$ cat src/rtl/variable_delay_if.sv
// variable_delay_if: data/control bundle for the variable delay line.
interface variable_delay_if #(
  parameter int WIDTH      = 8,
  parameter int MAX_CYCLES = 16
);
  localparam int CW = $clog2(MAX_CYCLES + 1);
  logic             en;
  logic             clear;
  logic [CW-1:0]    cycles;
  logic [WIDTH-1:0] in;
  logic             in_valid;
  logic [WIDTH-1:0] out;
  logic             out_valid;
  logic             cycles_err;
  modport master (output en, clear, cycles, in, in_valid, input out, out_valid, cycles_err);
  modport slave  (input en, clear, cycles, in, in_valid, output out, out_valid, cycles_err);
endinterface

$ cat src/rtl/variable_delay.sv
// variable_delay: enable-gated shift pipe with a runtime-selected output tap.
module variable_delay #(
  parameter int               WIDTH       = 8,
  parameter int               MAX_CYCLES  = 16,
  parameter logic [WIDTH-1:0] RESET_VALUE = '0
) (
  input logic              clk,
  input logic              rst,
  variable_delay_if.slave  bus
);
  localparam int CW = $clog2(MAX_CYCLES + 1);
  if (WIDTH < 1 || MAX_CYCLES < 1) begin : g_bad_params
    $error("variable_delay: WIDTH and MAX_CYCLES must be >= 1");
  end
  logic [WIDTH-1:0]      data_q [MAX_CYCLES];
  logic [WIDTH-1:0]      data_d [MAX_CYCLES];
  logic [MAX_CYCLES-1:0] vld_q, vld_d;
  logic [CW-1:0]         d;
  logic [WIDTH-1:0]      tap_data;
  logic                  tap_vld;
  always_comb begin
    data_d = data_q;
    vld_d  = vld_q;
    if (bus.clear) begin
      for (int i = 0; i < MAX_CYCLES; i++) data_d[i] = RESET_VALUE;
      vld_d = '0;
    end else if (bus.en) begin
      data_d[0] = bus.in;
      vld_d[0]  = bus.in_valid;
      for (int i = 1; i < MAX_CYCLES; i++) begin
        data_d[i] = data_q[i-1];
        vld_d[i]  = vld_q[i-1];
      end
    end
  end
  always_ff @(posedge clk or posedge rst) begin
    if (rst) begin
      for (int i = 0; i < MAX_CYCLES; i++) data_q[i] <= RESET_VALUE;
      vld_q <= '0;
    end else begin
      data_q <= data_d;
      vld_q  <= vld_d;
    end
  end
  assign bus.cycles_err = bus.cycles > CW'(MAX_CYCLES);
  assign d = bus.cycles_err ? CW'(MAX_CYCLES) : bus.cycles;
  // D=0 bypasses the pipe; otherwise stage D-1 is the tap
  always_comb begin
    tap_data = bus.in;
    tap_vld  = bus.in_valid;
    for (int i = 0; i < MAX_CYCLES; i++) begin
      if (d == CW'(i + 1)) begin
        tap_data = data_q[i];
        tap_vld  = vld_q[i];
      end
    end
  end
  assign bus.out_valid = tap_vld;
  assign bus.out       = tap_vld ? tap_data : RESET_VALUE;
endmodule

$ cat src/flat_wrapper.sv
// flat-port wrapper written by rule: the top's interface ports become plain ports
module variable_delay_flat 
#(
  parameter int               WIDTH       = 8,
  parameter int               MAX_CYCLES  = 16,
  parameter logic [WIDTH-1:0] RESET_VALUE = '0
)
  (clk, rst, bus_en, bus_clear, bus_cycles, bus_in, bus_in_valid, bus_out, bus_out_valid, bus_cycles_err);
  variable_delay_if #(.WIDTH(WIDTH), .MAX_CYCLES(MAX_CYCLES)) bus_i ();
  input logic clk;
  input logic rst;
  input wire logic [$bits(bus_i.en)-1:0] bus_en;
  input wire logic [$bits(bus_i.clear)-1:0] bus_clear;
  input wire logic [$bits(bus_i.cycles)-1:0] bus_cycles;
  input wire logic [$bits(bus_i.in)-1:0] bus_in;
  input wire logic [$bits(bus_i.in_valid)-1:0] bus_in_valid;
  output wire logic [$bits(bus_i.out)-1:0] bus_out;
  output wire logic [$bits(bus_i.out_valid)-1:0] bus_out_valid;
  output wire logic [$bits(bus_i.cycles_err)-1:0] bus_cycles_err;
  assign bus_i.en = bus_en;
  assign bus_i.clear = bus_clear;
  assign bus_i.cycles = bus_cycles;
  assign bus_i.in = bus_in;
  assign bus_i.in_valid = bus_in_valid;
  assign bus_out = bus_i.out;
  assign bus_out_valid = bus_i.out_valid;
  assign bus_cycles_err = bus_i.cycles_err;
  variable_delay #(.WIDTH(WIDTH), .MAX_CYCLES(MAX_CYCLES), .RESET_VALUE(RESET_VALUE)) u_core (.clk(clk), .rst(rst), .bus(bus_i));
endmodule
$ cat config.mk
export PLATFORM = sky130hd
export DESIGN_NAME = variable_delay_flat
export DESIGN_NICKNAME = d
export VERILOG_FILES = /design/src/rtl/variable_delay_if.sv /design/src/rtl/variable_delay.sv /design/src/flat_wrapper.sv
export SDC_FILE = /design/constraint.sdc
export NUM_CORES = 1
export LEC_CHECK = 0
export CAP_MARGIN = 10
export CORE_ASPECT_RATIO = 0.7
export CORE_UTILIZATION = 40
export CTS_CLUSTER_SIZE = 28
export DETAILED_ROUTE_END_ITERATION = 10
export DONT_BUFFER_PORTS = 1
export PLACE_DENSITY = 0.51
export SLEW_MARGIN = 20
export SYNTH_ARGS = -nofsm -noshare
export SYNTH_HDL_FRONTEND = slang
export SYNTH_SLANG_ARGS = --single-unit
$ cat constraint.sdc
create_clock -name clk -period 11.8 [get_ports clk]
set_input_delay 2.36 -clock clk [delete_from_list [all_inputs] [get_ports clk]]
set_output_delay 2.36 -clock clk [all_outputs]
set_load 0.02 [all_outputs]
Yosys cells after proc, flatten, opt, wreduce, memory -nomap -nowiden --
Index checks and enable logic that the tools add are counted.
Word-level totals: bits in registers 144, word-level logic and storage cells 73, bits in latches 0, memory bits (writable) 0, memories kept 0, output and inout bits 10, ROM bits 0
Cells by class: bitwise logic cells 0, div/mod/pow operators 0, shift operators 0, $add $sub $neg 0, equality and inequality tests 16, reductions and logical operators 1, $lt $le $gt $ge 1, multiply operators 0, mux-type cells 38
Operator list (count):
- 128-bit 2-to-1 mux | 2
- 8-bit 2-to-1 mux | 17
- 5-bit by 4-bit equality test with 1-bit output (second input constant) | 8
- 16-bit 2-to-1 mux | 2
- 5-bit by 3-bit equality test with 1-bit output (second input constant) | 4
- 1-bit 2-to-1 mux | 16
- 5-bit by 2-bit equality test with 1-bit output (second input constant) | 2
- 5-bit by 1-bit equality test with 1-bit output (second input constant) | 1
- 5-bit equality test (second input constant) | 1
- 5-bit greater-than comparator (second input constant) | 1
- 5-bit 2-to-1 mux | 1
- 2-bit nonzero test | 1

Longest topological paths before layout --
word-level depth 20, gate-level depth with buffers 10, mapped depth without buffers 6

Worst setup path before layout --
No wires, ideal clock.
kind in2out, start in bus_cycles[0], end out bus_out[6], path buffers 2, arrival time 3.886 ns, path slack 5.554 ns, stages 7, path through buf_2 > buf_2 > mux2_2 > a32oi_1 > o31ai_1 > o311a_1 > a22o_1
On the way: word-level cells in the longest chain between the ends 20, elaborated cells between the ends (all ways) 51
Ends and longest elaborated chain:
- from (decl) | RTL line flat_wrapper.sv:14 | input wire logic [$bits(bus_i.cycles)-1:0] bus_cycles;
- 5-bit greater-than comparator | RTL line variable_delay.sv:45 | assign bus.cycles_err = bus.cycles > CW'(MAX_CYCLES);
- 5-bit 2-to-1 mux (*) | RTL line variable_delay.sv:46 | assign d = bus.cycles_err ? CW'(MAX_CYCLES) : bus.cycles;
- 5-bit by 1-bit equality test with 1-bit output | RTL line variable_delay.sv:52 | if (d == CW'(i + 1)) begin
- 8-bit 2-to-1 mux / 1-bit 2-to-1 mux (equally long branches) (16 in series) | RTL line variable_delay.sv:52
- 8-bit 2-to-1 mux (*) | RTL line variable_delay.sv:59 | assign bus.out = tap_vld ? tap_data : RESET_VALUE;
- to (decl) | RTL line flat_wrapper.sv:17 | output wire logic [$bits(bus_i.out)-1:0] bus_out;
Mark *: on every way between the ends. The rest lies on a longest branch, timed or not.

Final worst setup path --
start in bus_cycles[3], end out bus_out[1]
Same word-level chain as after synthesis.

==> run metrics <==
R2R cell count 2; total number of yosys warnings 0; synth cell count leaders nor2_1, mux2i_1, dfrtp_1; asr flop ratio synth 100%; crit end category primary output; max_cap viols 0; Most Crowded Layer GR met2; Synth Register Bits 144; gr usage total 22.8%; TritonCTS clock tree yes; post-DR vias/cell 5.84; xor/xnor cell area share of the yosys netlist 0%; overall routed net length 21.4 mm; cts repair resizes 0; total die area 20,100 µm²; startpoint types primary input; Antenna Nets Post-Route 0; cells after synthesis 784; clock sink count 144; Max FO, Critical Path 20; post-synth top area share 46.2%; global placement routability congestion 0.908; LEAKAGE 3.95 nW; maximum root-to-sink buffer count 2; hpwl dp 14.1 mm; pwr dens 135 nW/µm²; RSZ-0062 raised after global routing no; clk_skew 7.20 ps; Vias 5,927; Cell Int Power 875 µW; Post-CTS Setup Bufs 0; fmax 147 MHz; Comb pwr share 6.8%; critical path arrival 4460 ps; H-tree Lvls 4; Worst Hold Class flip-flop to flip-flop; Post-Synth Simple-Gate Area 14.1%; Critical Path Max Stage Delay 560 ps; Slowest-stage cell, CP nor2b_1; CTS Hold Bufs 0; hold depth 2; min Tclk post-route 6820 ps; Crit Path Class primary input to primary output; Area contributors post-synth dfrtp_1, mux2i_1, nor2_1; initial antenna violation count 0; R2R Path Start u_core.data_q[89]; FF-to-FF setup slack 11,020 ps; Tightest Pin Transition 942 ps; IR drop worst, VDD 0.0878 mV; syn_area_per_cell 9.95 µm²; Nets 759; total core area 19,000 µm²; sequential fraction of design power 44.1%; Bufs and invs on worst path 0; critical path cell sequence nor2b_1 > nand2_1 > nor3_1 > a2111oi_1 > a211oi_1 > a32o_1; worst slew margin relative to its limit 37.2%; WHS Endpoint u_core.data_q[3]; mux cell area share after synthesis 20.3%; die width 169 µm; residual DRC count 0; Initial Utilization 41.0%; via count of the first global-routing pass 6,056; Psw 260 µW; Synth Flop Type dfrtp_1; synthesized area 7800 µm²; Critical Path RT 9440 ps; Sum Neg Setup Slack 0 ps; Post-synth EDFFs 0; max-slew violation count 0; Worst-path clk slew 60 ps; most instantiated library cell after synthesis nor2_1; wire per inst 21.1 µm; Root Driver clkbuf_16; worst hold start u_core.data_q[3]; largest family of logic cells by synthesized area multiplexers; total CTS buffers 17; maximum number of pins on one net before global-route repair 145; die height 119 µm; CP delay by family, top simple AND/OR/NAND/NOR gates; Compound-Gate Fraction of Synth Area 15.2%; Netlist cell types 65; multi-input logic area 3870 µm²; Reg area 3600 µm²; endpoints failing setup 0; status finished, final reports clean; share of layout cells above drive strength 1 6.79%; syn_nets 802; initial DRC count 545; DR pass1 iterations 5; grt met1 use 33.0%; global-route wire length before repair 34.8 mm; FILL cells 1,815; Final period util 57.8%; n_diodes 0; P&R area growth vs syn 8.16%; Synth Area in Adders 0%; row count 42; register area share after synthesis 46.2%; gr ovfl total 0; IO Port Bufs 0; Worst R2R End u_core.data_q[81]; Yosys top cell by area dfrtp_1; Sw Ratio 22.9%; worst-skew pair later-pin latency 420 ps; Clock Power Share 49.1%; num ports 28; met2 Use GR 33.7%; met3 global-route usage 5.72%; Fin. Hold Viols 0; Power Total 1.14 mW; final core occ 44.4%
[stage by stage]
| step | cell area, µm² | hold slack (ps) | instances | setup WS [ps] |
|---|---|---|---|---|
| final | 8440 | 521 | 1015 | 4980 |
| after detailed placement | 7840 | 510 | 986 | 4990 |
| after global placement | 7840 | 504 | 986 | 5240 |
| after floorplan | 7800 | 479 | 784 | 5550 |
| after global routing | 8440 | 536 | 1015 | 4830 |
| after CTS | 8440 | 524 | 1015 | 4980 |
[how the worst max path moves through the flow]
stage                        from          to  slack (ps)  cells past startpoint
floorplan           bus_cycles[0]  bus_out[6]        5550                      7
global placement    bus_cycles[3]  bus_out[2]        5240                      6
detailed placement  bus_cycles[3]  bus_out[1]        4990                      6
CTS                 bus_cycles[3]  bus_out[1]        4980                      6
global route        bus_cycles[3]  bus_out[1]        4830                      6
finish              bus_cycles[3]  bus_out[1]        4980                      6
[layout make-up]
class / instances / area share, %
inverter: 6 / 0.326
sequential: 144 / 42.7
tap: 264 / 3.91
multi-input combinational: 571 / 45.8
clock buffer: 20 / 5.53
timing repair buffer: 1 / 0.0890
clock inverter: 9 / 1.60
[layout by cell type, fill, tap and decap left out, types with 4 or more instances in the layout]
| cell | count |
|---|---|
| a22oi_1 | 7 |
| a21oi_1 | 34 |
| a21o_1 | 5 |
| o211ai_1 | 7 |
| nand2b_1 | 10 |
| inv_1 | 4 |
| nor3_1 | 11 |
| o221ai_1 | 6 |
| a2bb2oi_1 | 4 |
| and3_1 | 4 |
| a22o_1 | 5 |
| a32oi_1 | 6 |
| mux2i_1 | 149 |
| nor2_1 | 174 |
| dfrtp_1 | 144 |
| o21ai_0 | 26 |
| a221oi_1 | 6 |
| mux2_2 | 8 |
| nand2_1 | 14 |
| o21a_1 | 5 |
| o21ai_1 | 7 |
| a211oi_1 | 9 |
| nor2b_1 | 11 |
| o22ai_1 | 9 |
| clkbuf_16 | 17 |
[worst register-to-register path, delay by kind of cell, from the launching register on]
family	cells	cell delay (ps)
flip-flops	1	450
multiplexers	1	160
AND/OR/NAND/NOR	1	50
[flip-flops by register name, indices dropped and copies added (netlist names)]
name and count:
u_core.data_q 128, u_core.vld_q 16
[power by group through the flow]
stage                     Combinational, mW  Clock, mW  Sequential (mW)
after floorplan                      0.0887          0            0.509
after global placement               0.0758          0            0.510
after detailed placement             0.0765          0            0.510
after CTS                            0.0770      0.567            0.501
after global routing                 0.0839      0.587            0.501
final                                0.0770      0.557            0.501
[cell families (layout without fill, tap and decap cells)]
family / after synthesis / count (layout)
simple gates: 246 / 246
compound gates: 168 / 168
mux: 157 / 157
flops: 144 / 144
buf+inv: 69 / 36
[metal layers]
metal | up-vias | routed length, µm
met3 | 21 | 1300
met1 | 2987 | 10200
met5 | - | 0
met2 | 188 | 9640
met4 | 0 | 247
li1 | 2731 | -
Note: power is estimated with default switching activity, not from simulation.
